File: config.mk
export PLATFORM = sky130hd
export DESIGN_NAME = pipe_scheduler
export DESIGN_NICKNAME = d
export VERILOG_FILES = /design/src/rtl/pipe_scheduler.sv
export SDC_FILE = /design/constraint.sdc
export NUM_CORES = 1
export LEC_CHECK = 0
export CORE_ASPECT_RATIO = 1.25
export CORE_UTILIZATION = 30
export CTS_CLUSTER_DIAMETER = 40
export CTS_CLUSTER_SIZE = 28
export DETAILED_ROUTE_END_ITERATION = 7
export PLACE_DENSITY = 0.73
export SYNTH_ARGS = -nofsm -noshare
export SYNTH_HDL_FRONTEND = slang
export SYNTH_SLANG_ARGS = --single-unit
export TNS_END_PERCENT = 100
File: constraint.sdc
create_clock -name clk -period 1.5 [get_ports clk]
set_input_delay 0.375 -clock clk [delete_from_list [all_inputs] [get_ports clk]]
set_output_delay 0.375 -clock clk [all_outputs]
set_load 0.02 [all_outputs]
File: src/rtl/pipe_scheduler.sv
// pipe_scheduler: shares one external fixed-latency pipelined datapath among
// N_REQ requesters. Picks one requester per cycle, feeds its operand into the
// datapath, and carries valid/ID tokens alongside so each result comes back
// tagged with its requester. A full output stage with no consumer stalls the
// whole pipeline through dp_en.
//
// Build option: define PIPE_SCHED_FIXED_PRIO_EN to replace round-robin
// arbitration with fixed priority (lowest index wins, no rotation pointer).
module pipe_scheduler #(
  parameter int N_REQ   = 2,
  parameter int WIDTH   = 8,
  parameter int LATENCY = 8,
  localparam int ID_W   = (N_REQ > 1) ? $clog2(N_REQ) : 1
) (
  input  logic                   clk,
  input  logic                   rst,
  input  logic                   en,
  input  logic [N_REQ-1:0]       req_valid,
  output logic [N_REQ-1:0]       req_ready,
  input  logic [N_REQ*WIDTH-1:0] req_data,
  output logic                   dp_en,
  output logic [WIDTH-1:0]       dp_in,
  input  logic [WIDTH-1:0]       dp_out,
  output logic                   rsp_valid,
  input  logic                   rsp_ready,
  output logic [WIDTH-1:0]       rsp_data,
  output logic [ID_W-1:0]        rsp_id
);

  // Token pipeline, one entry per datapath stage.
  logic [LATENCY-1:0] vld_q;
  logic [ID_W-1:0]    id_q [LATENCY];

  logic               found;
  logic [ID_W-1:0]    grant;
  logic               accept;

`ifndef PIPE_SCHED_FIXED_PRIO_EN
  logic [ID_W-1:0]    rr_q;
`endif

  // The datapath and the token pipeline move together; a held result freezes
  // everything behind it, bubbles included. Reset also freezes the datapath.
  assign dp_en = en & ~rst & ~(vld_q[LATENCY-1] & ~rsp_ready);

  // Pick the winning requester for this cycle.
  always_comb begin
    // NOTE: every variable gets a default before any conditional write, so no
    // path leaves it unassigned and no latch is inferred.
    found = 1'b0;
    grant = '0;
`ifndef PIPE_SCHED_FIXED_PRIO_EN
    // First pass: indices at or above the pointer, in ascending order.
    for (int r = 0; r < N_REQ; r++) begin
      if (!found && req_valid[r] && (ID_W'(r) >= rr_q)) begin
        found = 1'b1;
        grant = ID_W'(r);
      end
    end
`endif
    // Second pass (or the only pass for fixed priority): wrap to index 0.
    for (int r = 0; r < N_REQ; r++) begin
      if (!found && req_valid[r]) begin
        found = 1'b1;
        grant = ID_W'(r);
      end
    end
  end

  // A grant only turns into a transfer when the pipeline is advancing.
  assign accept = dp_en & found;

  // Drive the one-hot accept and steer the winner's operand into the datapath.
  always_comb begin
    req_ready = '0;
    dp_in     = '0;
    for (int r = 0; r < N_REQ; r++) begin
      if (accept && (grant == ID_W'(r))) begin
        req_ready[r] = 1'b1;
        dp_in        = req_data[r*WIDTH +: WIDTH];
      end
    end
  end

  // Advance valid/ID tokens in lockstep with the datapath stages.
  always_ff @(posedge clk) begin
    // NOTE: the token arrays are state that decides rsp_valid, so unlike a
    // plain data buffer they must be cleared on reset; in-flight work is
    // dropped and the shared datapath is reset with the same signal.
    if (rst) begin
      vld_q <= '0;
      for (int k = 0; k < LATENCY; k++) id_q[k] <= '0;
    end else if (dp_en) begin
      // NOTE: non-blocking assignments make every stage load the value its
      // predecessor held before the edge, giving a true shift register.
      vld_q[0] <= accept;
      id_q[0]  <= grant;
      for (int k = 1; k < LATENCY; k++) begin
        vld_q[k] <= vld_q[k-1];
        id_q[k]  <= id_q[k-1];
      end
    end
  end

`ifndef PIPE_SCHED_FIXED_PRIO_EN
  // Rotate the round-robin pointer past the requester just served.
  always_ff @(posedge clk) begin
    if (rst) begin
      rr_q <= '0;
    end else if (accept) begin
      rr_q <= (grant == ID_W'(N_REQ - 1)) ? '0 : grant + 1'b1;
    end
  end
`endif

  assign rsp_valid = vld_q[LATENCY-1];
  assign rsp_id    = id_q[LATENCY-1];
  assign rsp_data  = dp_out;

endmodule
# ---- After elaboration in Yosys (flattened, before gate mapping)
# Memory sizes are Yosys's and may differ from the RTL's.
# Index checks and enable logic that the tools add are counted.
dict set report classes {
  addsub 1
  magnitude_cmp 2
  n_mux 25
  n_bitwise 16
  reduce_logical 10
}
# cell n
set op_table {}
lappend op_table {{$mux 1} 23}
lappend op_table {{$mux 8} 2}
lappend op_table {{$or 1x1->1} 8}
lappend op_table {{$logic_and 1x1->1} 7}
lappend op_table {{$and 1x1->1} 4}
lappend op_table {{$not 1->1} 4}
lappend op_table {{$logic_not 1->1} 3}
lappend op_table {{$ge 1x1->1 const A} 2}
lappend op_table {{$add 1x1->1 const B} 1}
dict set report totals {
  register_bits 9
  ramBits 8
  input_bits 30
  out_inout_bits 21
  elab_cells 57
  n_memories 1
}
# name words word_bits read_ports rd_ports_with_merged_regs wr line_no
set memory_table {}
lappend memory_table {id_q 8 1 8 0 8 32} ;# logic [ID_W-1:0] id_q [LATENCY];

# ---- Logic depth before layout (Yosys ltp)
dict set report depth {
  depth_word 17
  ltp_mapped 4
  ltp_nobuf 4
}

# ---- Least setup slack after synthesis
# OpenSTA, ideal clock, no wires.
dict set report synth_timing {
  path_type {register to output}
  from {register vld_q[7]}
  to {output dp_in[0]}
  t_arrival_ns 1.081
  t_required_ns 1.125
  setup_slack_ns 0.044
  stages_incl_launch_ff 5
  path_buffers 1
  cell_sequence {dfxtp_1 nand2b_4 nand3_4 buf_6 nor2_1}
}
dict set report synth_between {
  elab_chain_len 7
  word_cells_on_any_way 8
  cone_classes {mux (2); bitwise (4); reduce/logical (2)}
}
# element line_no
set synth_lines {}
lappend synth_lines {{start: declaration} 31} ;# logic [LATENCY-1:0] vld_q;
lappend synth_lines {{start signal: indexed assignment} 99} ;# vld_q[k] <= vld_q[k-1];
lappend synth_lines {{$and 1x1->1 (*)} 44} ;# assign dp_en = en & ~rst & ~(vld_q[LATENCY-1] & ~rsp_ready);
lappend synth_lines {{$not 1->1 (*)} 44}
lappend synth_lines {{$and 1x1->1 (*)} 44}
lappend synth_lines {{$and 1x1->1 (*)} 71} ;# assign accept = dp_en & found;
lappend synth_lines {{$logic_and 1x1->1} 78} ;# if (accept && (grant == ID_W'(r))) begin
lappend synth_lines {{$mux 8} 78}
lappend synth_lines {{$mux 8 (*)} 78}
lappend synth_lines {{end: declaration} 22} ;# output logic [WIDTH-1:0] dp_in,
# Every way passes the cells marked *; elsewhere a longest branch is shown, timed or not.

# ---- Worst setup path after layout
dict set report layout_timing {
  from {register rr_q}
  to {output dp_in[7]}
}
dict set report layout_between {
  elab_chain_len 17
  word_cells_on_any_way 23
  cone_classes {order compare (2); mux (9); bitwise (2); reduce/logical (10)}
}
# element line_no
set layout_lines {}
lappend layout_lines {{start: declaration} 39} ;# logic [ID_W-1:0] rr_q;
lappend layout_lines {{start signal: assignment} 111} ;# rr_q <= (grant == ID_W'(N_REQ - 1)) ? '0 : grant + 1'b1;
lappend layout_lines {{$ge 1x1->1} 55} ;# if (!found && req_valid[r] && (ID_W'(r) >= rr_q)) begin
lappend layout_lines {{$logic_and 1x1->1} 55}
lappend layout_lines {{$mux 1} 55}
lappend layout_lines {{$logic_not 1->1} 55}
lappend layout_lines {{$logic_and 1x1->1 (2 in series)} 55}
lappend layout_lines {{$mux 1} 55}
lappend layout_lines {{$logic_not 1->1} 63} ;# if (!found && req_valid[r]) begin
lappend layout_lines {{$logic_and 1x1->1} 63}
lappend layout_lines {{$mux 1} 63}
lappend layout_lines {{$logic_not 1->1} 63}
lappend layout_lines {{$logic_and 1x1->1} 63}
lappend layout_lines {{$mux 1} 63}
lappend layout_lines {{$and 1x1->1 or $not 1->1 (tied branches)} {71, 78}}
lappend layout_lines {{$logic_and 1x1->1} 78}
lappend layout_lines {{$mux 8} 78}
lappend layout_lines {{$mux 8 (*)} 78}
# Marked as above.

==> results.md <==
- Residual DRC: 0
- Final ANT Viol Nets: 0
- Worst-Margin Slew: around 200 ps
- Post-cts hold buffer count: 0
- Vias in the first global route: 791
- Routed wl met3: roughly 150 um
- Initial Util: 32.7%
- Worst setup EP type: output port
- CTS root buf: clkbuf_4
- Syn Inst Count: 82
- Maximum VDD drop: approximately 0.41 mV
- Total CTS buffers: 3
- EDFF count, synth: 8
- Critical Path RT: 1120 ps
- RSZ-0062 raised after global routing: true
- Synth Area per Inst: 11.0 um2
- #FFs+latches synth: 17
- Initial antenna violation count: 0
- CTS tree: built
- Ports: 51
- Worst clock skew: 1.51 ps
- Leakage power: just over 0.0006 uW
- Cell Rows: 21
- Diode count: 0
- Critical path class: reg2out
- Crit path time final: approximately 1700 ps
- Fmax: around 0.59 GHz
- Rel. slew slack: 86.3%
- Final net count: 157
- Synth top cells by count: nor2_1, dfxtp_1, a32oi_1, buf_4, edfxtp_1
- Syn nets: 112
- Synthesis-to-layout area growth: 58.9%
- Critical Path AT: between 1000 and 1500 ps
- Final WS setup: -206 ps
- DRT Pass-1 Iters: 2
- Yosys warns: 0
- Largest net degree at the start of global routing: 11
- Mean routed wirelength per cell: around 13 um
- Number of H-tree levels: 1
- Met1 wire length: ~710 um
- DP HPWL: 1510 um
- Skew-Pair Late Insertion Delay: around 280 ps
- Total track usage: 14.0%
- Routed vias: between 700 and 800
- Crit share post-route: 114%
- Synth Cell Area: 903 um2
- 1st-iter DRT viols: 7
- Worst Hold Class: reg2reg
- Register area share after synthesis: approximately 47%
- Synth area leader: edfxtp_1
- Via density: 4.76
- Synth top area share: 26.6%
- Final Hold Viols: 0
- Largest cells by area after synthesis: edfxtp_1, dfxtp_1, a32oi_1
- WL met2: 1210 um
- # Max-Cap Violations: 0
- Drt total wl: around 2100 um
- Count leader, synth: nor2_1
- Async SR Flop Fraction: 0%
- First-pass GRT wire length: 3390 um
- # setup viols final: 10
- Failing checks: setup timing
- Most used flip-flop cell after synthesis: dfxtp_1
- DR top layer: met4
- DIE WIDTH: 51.1 um
- Placer congestion estimate: 0.716
- Layout cells sized above 1: a little under half
- Slew Limit Fails: 0
- Max Root-Sink Buffers: 2
- Status: finished with violations
- DIE AREA: between 3000 and 4000 um2
- Netlist cell types: 23
- Clock transition at path regs: around 90 ps
- Total design power: 1000 uW
- Total Neg Setup Slack: -1810 ps
- CTS Sinks: 17
- Worst R2R Setup Slack: 140 ps
- Critical path startpoint category: flip-flop
- Remaining Overflow, GRT: 0
- Total core area: 2760 um2
- Crit path max fanout: 4
- Die Y-Extent: ~63 um
- Power Density: 697 nW/um2
- # port buffers: 34
critical path: stages, from the launching register on:
cell      delay (ps)
dfxtp_2          340
buf_6            120
a21boi_4         150
buf_6            140
a32oi_2           50
nor2_1           100
buf_4            150
routing by layer:
| layer | up-vias | GRT usage, % |
|---|---|---|
| met4 | 0 | 7.29 |
| met1 | 352 | 13.7 |
| li1 | 372 | - |
| met3 | 4 | 3.14 |
| met2 | 33 | 26.3 |
| met5 | - | 0 |
area by class of cell:
| type | count | area (um2) |
|---|---|---|
| clock buffers | 4 | 26.3 |
| fillers | 249 | 1320 |
| inverters | 2 | 10.0 |
| multi-input cells | 51 | 432 |
| flip-flops and latches | 17 | 423 |
| well taps | 34 | 42.5 |
| repair buffers | 52 | 502 |
what timing repair did:
item | in CTS | in global routing
setup endpoints to repair | 27 | 12
pin swaps | 2 | 1
buffers inserted | 2 | 2
gates cloned | 1 | 0
resized for setup | 84 | 3
stage by stage:
stage	instance area, um2	utilization (%)	cells	hold WS [ps]	setup slack [ps]
floorplan	903	-	82	436	43.7
global placement	1320	47.9	151	447	-843
CTS	1410	51.1	158	472	-216
detailed placement	1320	47.9	151	459	-881
global route	1440	52.0	160	506	-308
finish	1440	52.0	160	473	-206
power breakdown:
| group | leakage (uW) | internal (uW) | switching [uW] |
|---|---|---|---|
| registers | 0.000159 | 510 | 7.74 |
| clock network | 0.0000150 | 103 | 133 |
| logic | 0.000440 | 142 | 104 |
sequential cells by signal, indices dropped and copies added, names as in the netlist:
name and count:
id_q 8, vld_q 8, rr_q 1
cell families (layout without fill, tap and decap cells):
group	count (synthesis)	after routing	synth area share, %
flops	17	17	46.5
buf+inv	14	58	10.4
compound gates	12	12	12.5
simple gates	32	32	22.0
mux	7	7	8.59
path summary, 6_finish.rpt:
| path | from | cells past startpoint | end |
|---|---|---|---|
| worst max-delay path | rr_q | 6 | dp_in[7] |
| worst min-delay path | vld_q[0] | 2 | vld_q[0] |
| worst max register to register | vld_q[7] | 6 | id_q[0][3] |
| worst min register to register | vld_q[0] | 2 | vld_q[0] |
layout by cell type (no fill, tap or decap), drive strengths merged, types with 3 or more instances in the layout:
cell type      instances
a32oi                  8
edfxtp                 8
nor2b                  6
and2                   6
clkbuf                 4
nand2                  3
clkdlybuf4s15          3
clkdlybuf4s50         16
nor2                  10
buf                   29
mux2                   6
dlygate4sd2            4
dfxtp                  9
Note: power is estimated with default switching activity, not from simulation.
